$ cat config.mk
export PLATFORM = sky130hd
export DESIGN_NAME = glm_op_dispatch
export DESIGN_NICKNAME = d
export VERILOG_FILES = /design/src/rtl/glm_op_dispatch_pkg.sv /design/src/rtl/glm_busy_tracker.sv /design/src/rtl/glm_op_dispatch.sv
export SDC_FILE = /design/constraint.sdc
export NUM_CORES = 1
export LEC_CHECK = 0
export ABC_AREA = 1
export CORE_ASPECT_RATIO = 2
export CORE_UTILIZATION = 34
export CTS_BUF_LIST = sky130_fd_sc_hd__clkbuf_2 sky130_fd_sc_hd__clkbuf_4 sky130_fd_sc_hd__clkbuf_8
export DETAILED_ROUTE_END_ITERATION = 6
export HOLD_SLACK_MARGIN = 0.12
export SLEW_MARGIN = 40
export SYNTH_ARGS = -nofsm -noshare
export SYNTH_HDL_FRONTEND = slang
export SYNTH_SLANG_ARGS = --single-unit
$ cat constraint.sdc
create_clock -name clk -period 24.2 [get_ports clk]
set_input_delay 2.42 -clock clk [delete_from_list [all_inputs] [get_ports clk]]
set_output_delay 2.42 -clock clk [all_outputs]
set_load 0.02 [all_outputs]
$ cat src/rtl/glm_op_dispatch_pkg.sv
// Shared types and constants for the GLM operator dispatcher: FSM states,
// the latched instruction record and the sticky error bit positions.
package glm_dispatch_pkg;

    localparam int GLM_NUM_UNITS = 4;
    localparam int GLM_NUM_REGS  = 5;
    localparam int GLM_REGS_W    = 32 * GLM_NUM_REGS;
    // Wide enough for the unit-select field of the largest legal array (16 units).
    localparam int GLM_UNIT_FW   = 5;

    localparam int ERR_BAD_UNIT      = 0;
    localparam int ERR_SPURIOUS_DONE = 1;

    typedef enum logic [0:0] {
        S_FETCH = 1'b0,
        S_ISSUE = 1'b1
    } t_dispatch_state;

    typedef struct packed {
        logic [GLM_UNIT_FW-1:0] unit;
        logic                   sync;
        logic [GLM_REGS_W-1:0]  regs;
    } t_glm_instr;

endpackage

$ cat src/rtl/glm_busy_tracker.sv
// Per-unit busy bits for the GLM dispatcher: set on start, cleared on a
// matching done, with spurious-done detection and a popcount of accepted dones.
module glm_busy_tracker #(
    parameter  int NUM_UNITS = 4,
    localparam int CNT_W     = $clog2(NUM_UNITS + 1)
) (
    input  logic                 clk,
    input  logic                 reset,
    input  logic [NUM_UNITS-1:0] i_start,
    input  logic [NUM_UNITS-1:0] i_done,
    output logic [NUM_UNITS-1:0] o_busy,
    output logic                 o_spurious,
    output logic [CNT_W-1:0]     o_done_pop
);

    logic [NUM_UNITS-1:0] r_busy;
    logic [NUM_UNITS-1:0] w_accept;

    function automatic logic [CNT_W-1:0] popcount(input logic [NUM_UNITS-1:0] v);
        logic [CNT_W-1:0] c;
        c = '0;
        for (int i = 0; i < NUM_UNITS; i++) begin
            c = c + CNT_W'(v[i]);
        end
        return c;
    endfunction

    // A done only counts against a unit that is currently busy.
    assign w_accept   = i_done & r_busy;
    assign o_spurious = |(i_done & ~r_busy);
    assign o_done_pop = popcount(w_accept);
    assign o_busy     = r_busy;

    always_ff @(posedge clk) begin
        if (reset) begin
            r_busy <= '0;
        end else begin
            r_busy <= (r_busy & ~w_accept) | i_start;
        end
    end

endmodule

$ cat src/rtl/glm_op_dispatch.sv
// Issues queued GLM instructions to operator units, never restarting a busy unit
// and honouring a sync barrier. Optional stall counters: GLM_DISPATCH_PERFCNT_EN.
module glm_op_dispatch
    import glm_dispatch_pkg::*;
#(
    parameter  int NUM_UNITS = GLM_NUM_UNITS,
    parameter  int NUM_REGS  = GLM_NUM_REGS,
    localparam int UNIT_W    = $clog2(NUM_UNITS)
) (
    input  logic                  clk,
    input  logic                  reset,
    input  logic                  instr_valid,
    output logic                  instr_ready,
    input  logic [UNIT_W:0]       instr_unit,
    input  logic                  instr_sync,
    input  logic [32*NUM_REGS-1:0] instr_regs,
    output logic [NUM_UNITS-1:0]  op_start,
    output logic [32*NUM_REGS-1:0] op_regs,
    input  logic [NUM_UNITS-1:0]  op_done,
    output logic [NUM_UNITS-1:0]  unit_busy,
    output logic                  all_idle,
    output logic [1:0]            err,
    output logic [31:0]           issued_count,
    output logic [31:0]           done_count
`ifdef GLM_DISPATCH_PERFCNT_EN
    ,
    output logic [31:0]           stall_busy_cycles,
    output logic [31:0]           stall_sync_cycles
`endif
);

    localparam int                   REGS_W     = 32 * NUM_REGS;
    localparam int                   CNT_W      = $clog2(NUM_UNITS + 1);
    localparam logic [UNIT_W:0]      UNIT_LIMIT = (UNIT_W + 1)'(NUM_UNITS);
    localparam logic [NUM_UNITS-1:0] UNIT_ONE   = NUM_UNITS'(1);

    t_dispatch_state      r_state;
    t_glm_instr           r_instr;
    logic [NUM_UNITS-1:0] r_op_start;
    logic [REGS_W-1:0]    r_op_regs;
    logic [1:0]           r_err;
    logic [31:0]          r_issued;
    logic [31:0]          r_done_cnt;

    logic [NUM_UNITS-1:0] w_busy;
    logic [NUM_UNITS-1:0] w_sel;
    logic [NUM_UNITS-1:0] w_start;
    logic                 w_sel_busy;
    logic                 w_barrier;
    logic                 w_stall;
    logic                 w_issue;
    logic                 w_bad_unit;
    logic                 w_spurious;
    logic [CNT_W-1:0]     w_done_pop;

    // Stall decisions use the registered busy vector; a done in a stall cycle
    // only frees the unit for the following cycle.
    assign w_sel      = UNIT_ONE << r_instr.unit;
    assign w_sel_busy = |(w_busy & w_sel);
    assign w_barrier  = r_instr.sync && (|w_busy);
    assign w_stall    = w_barrier || w_sel_busy;
    assign w_issue    = (r_state == S_ISSUE) && !w_stall;
    assign w_start    = w_issue ? w_sel : '0;
    assign w_bad_unit = (instr_unit >= UNIT_LIMIT);

    glm_busy_tracker #(
        .NUM_UNITS (NUM_UNITS)
    ) u_busy (
        .clk        (clk),
        .reset      (reset),
        .i_start    (w_start),
        .i_done     (op_done),
        .o_busy     (w_busy),
        .o_spurious (w_spurious),
        .o_done_pop (w_done_pop)
    );

    always_ff @(posedge clk) begin
        if (reset) begin
            r_state    <= S_FETCH;
            r_op_start <= '0;
            r_op_regs  <= '0;
            r_err      <= '0;
            r_issued   <= '0;
            r_done_cnt <= '0;
        end else begin
            r_op_start <= '0;
            r_done_cnt <= r_done_cnt + 32'(w_done_pop);
            if (w_spurious) begin
                r_err[ERR_SPURIOUS_DONE] <= 1'b1;
            end
            case (r_state)
                S_FETCH: begin
                    if (instr_valid) begin
                        if (w_bad_unit) begin
                            r_err[ERR_BAD_UNIT] <= 1'b1;
                        end else begin
                            r_state <= S_ISSUE;
                        end
                    end
                end
                S_ISSUE: begin
                    if (w_issue) begin
                        r_op_start <= w_sel;
                        r_op_regs  <= REGS_W'(r_instr.regs);
                        r_issued   <= r_issued + 32'd1;
                        r_state    <= S_FETCH;
                    end
                end
                default: r_state <= S_FETCH;
            endcase
        end
    end

    // Instruction payload is plain data; it is only consumed after a fresh accept.
    always_ff @(posedge clk) begin
        if ((r_state == S_FETCH) && instr_valid && !w_bad_unit) begin
            r_instr.unit <= GLM_UNIT_FW'(instr_unit);
            r_instr.sync <= instr_sync;
            r_instr.regs <= GLM_REGS_W'(instr_regs);
        end
    end

`ifdef GLM_DISPATCH_PERFCNT_EN
    logic [31:0] r_stall_busy;
    logic [31:0] r_stall_sync;

    // When both block conditions hold, the cycle is charged to the barrier.
    always_ff @(posedge clk) begin
        if (reset) begin
            r_stall_busy <= '0;
            r_stall_sync <= '0;
        end else if (r_state == S_ISSUE) begin
            if (w_barrier) begin
                r_stall_sync <= r_stall_sync + 32'd1;
            end else if (w_sel_busy) begin
                r_stall_busy <= r_stall_busy + 32'd1;
            end
        end
    end

    assign stall_busy_cycles = r_stall_busy;
    assign stall_sync_cycles = r_stall_sync;
`endif

    assign instr_ready  = (r_state == S_FETCH) && !reset;
    assign all_idle     = (w_busy == '0) && (r_state == S_FETCH) && !instr_valid;
    assign op_start     = r_op_start;
    assign op_regs      = r_op_regs;
    assign unit_busy    = w_busy;
    assign err          = r_err;
    assign issued_count = r_issued;
    assign done_count   = r_done_cnt;

endmodule
==> results.sh <==
export IMPL_area_growth_pct=39.7
export IMPL_worst_slack_ps=17890
export IMPL_drv_cap=0
export IMPL_synth_top_area_cell="edfxtp_1"
export IMPL_required_ps=21780
export IMPL_setup_tns_ps=0
export IMPL_rsz0062_at_grt="no"
export IMPL_min_path_type="reg2reg"
export IMPL_r2r_cells=18
export IMPL_crit_cells=4
export IMPL_io_pins=407
export IMPL_min_period_ps=6310
export IMPL_via_count=11700
export IMPL_max_freq_mhz=158
export IMPL_status="complete, no violations"
export IMPL_fp_dieH_um=294
export IMPL_grt_util_all_layers_pct=19.4
export IMPL_avgViaCountPerCell=4.63
export IMPL_yosys_top_cells_area="edfxtp_1 (34%), dfxtp_1 (32%), nor2_1 (12%), nand2_1 (4.9%), o21ai_1 (4.4%)"
export IMPL_powerDensity_nw_per_um2=71.8
export IMPL_insertion_delay_ps=610
export IMPL_layout_drive_gt1_share_pct=6.68
export IMPL_numPortBuffers=406
export IMPL_mostFrequentLayoutCells="nor2_1 (477), clkdlybuf4s50_1 (406), dfxtp_1 (235), nand2_1 (187), edfxtp_1 (164)"
export IMPL_drtAntennaViolNets=0
export IMPL_num_rows=106
export IMPL_max_slew_margin_rel_pct=45.9
export IMPL_globalplace_congestion=0.917
export IMPL_clkTransAtPathRegs_ps=70
export IMPL_antenna_found_initial=14
export IMPL_ys_ff_latch=399
export IMPL_finalSetupViolations=0
export IMPL_yosysUniqueCellTypes=34
export IMPL_fp_dieArea_um2=43600
export IMPL_r2r_slack_ps=20890
export IMPL_cts_setup_buffers=0
export IMPL_path_class="in2out"
export IMPL_fillers=3988
export IMPL_avgSynthCellArea_um2=9.58
export IMPL_die_width_um=148
export IMPL_grt_overflow=0
export IMPL_synth_top_area_share_pct=33.9
export IMPL_cts_buffers_inserted=58
export IMPL_drv_slew=0
export IMPL_layout_commonest_cell="nor2_1"
export IMPL_route_detailed_drc=0
export IMPL_hold_buffers=0
export IMPL_path_common_cell="clkdlybuf4s50_1"
export IMPL_cp_slowest_cell="clkdlybuf4s50_1"
export IMPL_dpl_worst_slack_ps=17910
export IMPL_wl_per_cell_um=16.9
export IMPL_finalPower_mw=1.46
export IMPL_syn_nets=1695
export IMPL_whs_path_depth=2
export IMPL_drtPass1Iterations=4
export IMPL_crit_buf_inv=3
export IMPL_tightest_slew_ps=812
export IMPL_hold_viol=0
export IMPL_grt_pass1_vias=11600
export IMPL_yosysSeqAreaShare_pct=66.3
export IMPL_syn_inst=1516
export IMPL_period_share_pct=26.1
export IMPL_timing_hold_ws_ps=471
export IMPL_post_dp_hpwl_um=29800
export IMPL_core_um2=41900
export IMPL_path_delay_family="buffers and inverters"
export IMPL_synth_area_um2=14500
export IMPL_post_route_util_pct=48.4
export IMPL_htreeDepth=2
export IMPL_ir_drop_mv=0.0496
export IMPL_cp_cell_sequence="clkdlybuf4s50_1 -> buf_4 -> nor2_1 -> clkdlybuf4s50_1"
export IMPL_finClkSkew_ps=18.8
export IMPL_grt_max_degree=110
export IMPL_cts_root_buf="clkbuf_8"
export IMPL_start_util_pct=34.7
export IMPL_grt_pass1_wl_um=64800
export IMPL_ys_warn_count=0
export IMPL_cp_max_fo=31
export IMPL_cts_resized=0
export IMPL_cp_start_kind="primary input"
export IMPL_wirelength_um=42800
export IMPL_leakagePower_nw=7.18
export IMPL_cpPeakStageDelay_ps=550
export IMPL_initialDrtViolationCount=408
export IMPL_cp_arrival_ps=3890
export IMPL_layout_nets=2105
export IMPL_cts_tree="built"
export IMPL_cts_sinks=399
export IMPL_end_kind="output port"
export IMPL_clk_path_buf_depth=3
-- final timing paths --
kind	from	to
max reg2reg	u_busy.o_busy[1]$_SDFF_PP0_	done_count[20]$_SDFF_PP0_
min	r_instr[69]$_DFFE_PP_	op_regs[69]$_SDFFE_PP0P_
max	reset	instr_ready
min reg2reg	r_instr[69]$_DFFE_PP_	op_regs[69]$_SDFFE_PP0P_
-- report_power, final --
group / internal [mW] / switching (mW)
combinational: 0.0629 / 0.0681
clock: 0.325 / 0.260
sequential: 0.729 / 0.0110
-- cells in the mapped netlist --
library cell and count:
and2_1 1, buf_6 15, o21ai_0 44, inv_2 3
xnor2_1 1, nand3_1 44, a2bb2oi_1 1, nand4_1 10
a21oi_1 42, or2_2 2, edfxtp_1 164, xor2_1 5
nand2_2 1, dfxtp_1 235, a21oi_2 1, buf_2 22
buf_1 3, nor3_1 12, fa_1 2, ha_1 6
nor2_2 4, o21ai_1 129, o21bai_1 1, nor2_1 478
nand3b_1 6, o22ai_1 2, nor2_4 1, nor4_1 1
clkbuf_1 22, clkbuf_2 2, nand2_1 188, a31oi_1 1
inv_1 66, buf_8 1
-- through the flow --
stage	std cells	area (µm²)
2_1_floorplan	1516	14500
3_3_place_gp	2406	19000
3_5_place_dp	2406	19000
4_1_cts	2516	20300
5_1_grt	2526	20300
6_report	2526	20300
-- cells by family (layout without fill, tap and decap cells) --
group | Yosys count | in the layout | synth area share (%)
compound gates | 221 | 221 | 7.71
xor+xnor | 6 | 6 | 0.362
fa+ha+maj | 8 | 8 | 0.792
buf+inv | 134 | 594 | 4.52
flops | 399 | 399 | 66.3
other cells | 0 | 10 | 0
simple gates | 748 | 748 | 20.3
-- cell type report --
class                   count  area, µm²  area share (%)
clock buffers             100       1170            5.77
multi-input cells         983       4270            21.0
well taps                 540        676            3.33
inverters                  69        267            1.31
repair buffers            415       4150            20.4
flip-flops and latches    399       9630            47.5
diodes                     10       25.0           0.123
clock inverters            10        111           0.549
-- routing by layer --
metal | global-route usage, % | share of wire [%] | up-vias
met4 | 12.9 | 5.4 | 8
met5 | 0 | 0.12 | -
met1 | 18.5 | 34 | 5321
met3 | 4.86 | 6.8 | 127
li1 | - | - | 5821
met2 | 36.0 | 54 | 414
-- worst min-delay path, stage by stage (launching register included) --
cell and delay [ps]:
edfxtp_1 320, o21ai_1 60, nor2_1 70
-- sequential cells by signal (all words and copies together), names as in the netlist --
register and flops:
op_regs 160, done_count 32, r_state 1, r_instr 164, op_start 4, u_busy.o_busy 4
err 2, issued_count 32
No activity file was read; power rests on OpenSTA's default activity.
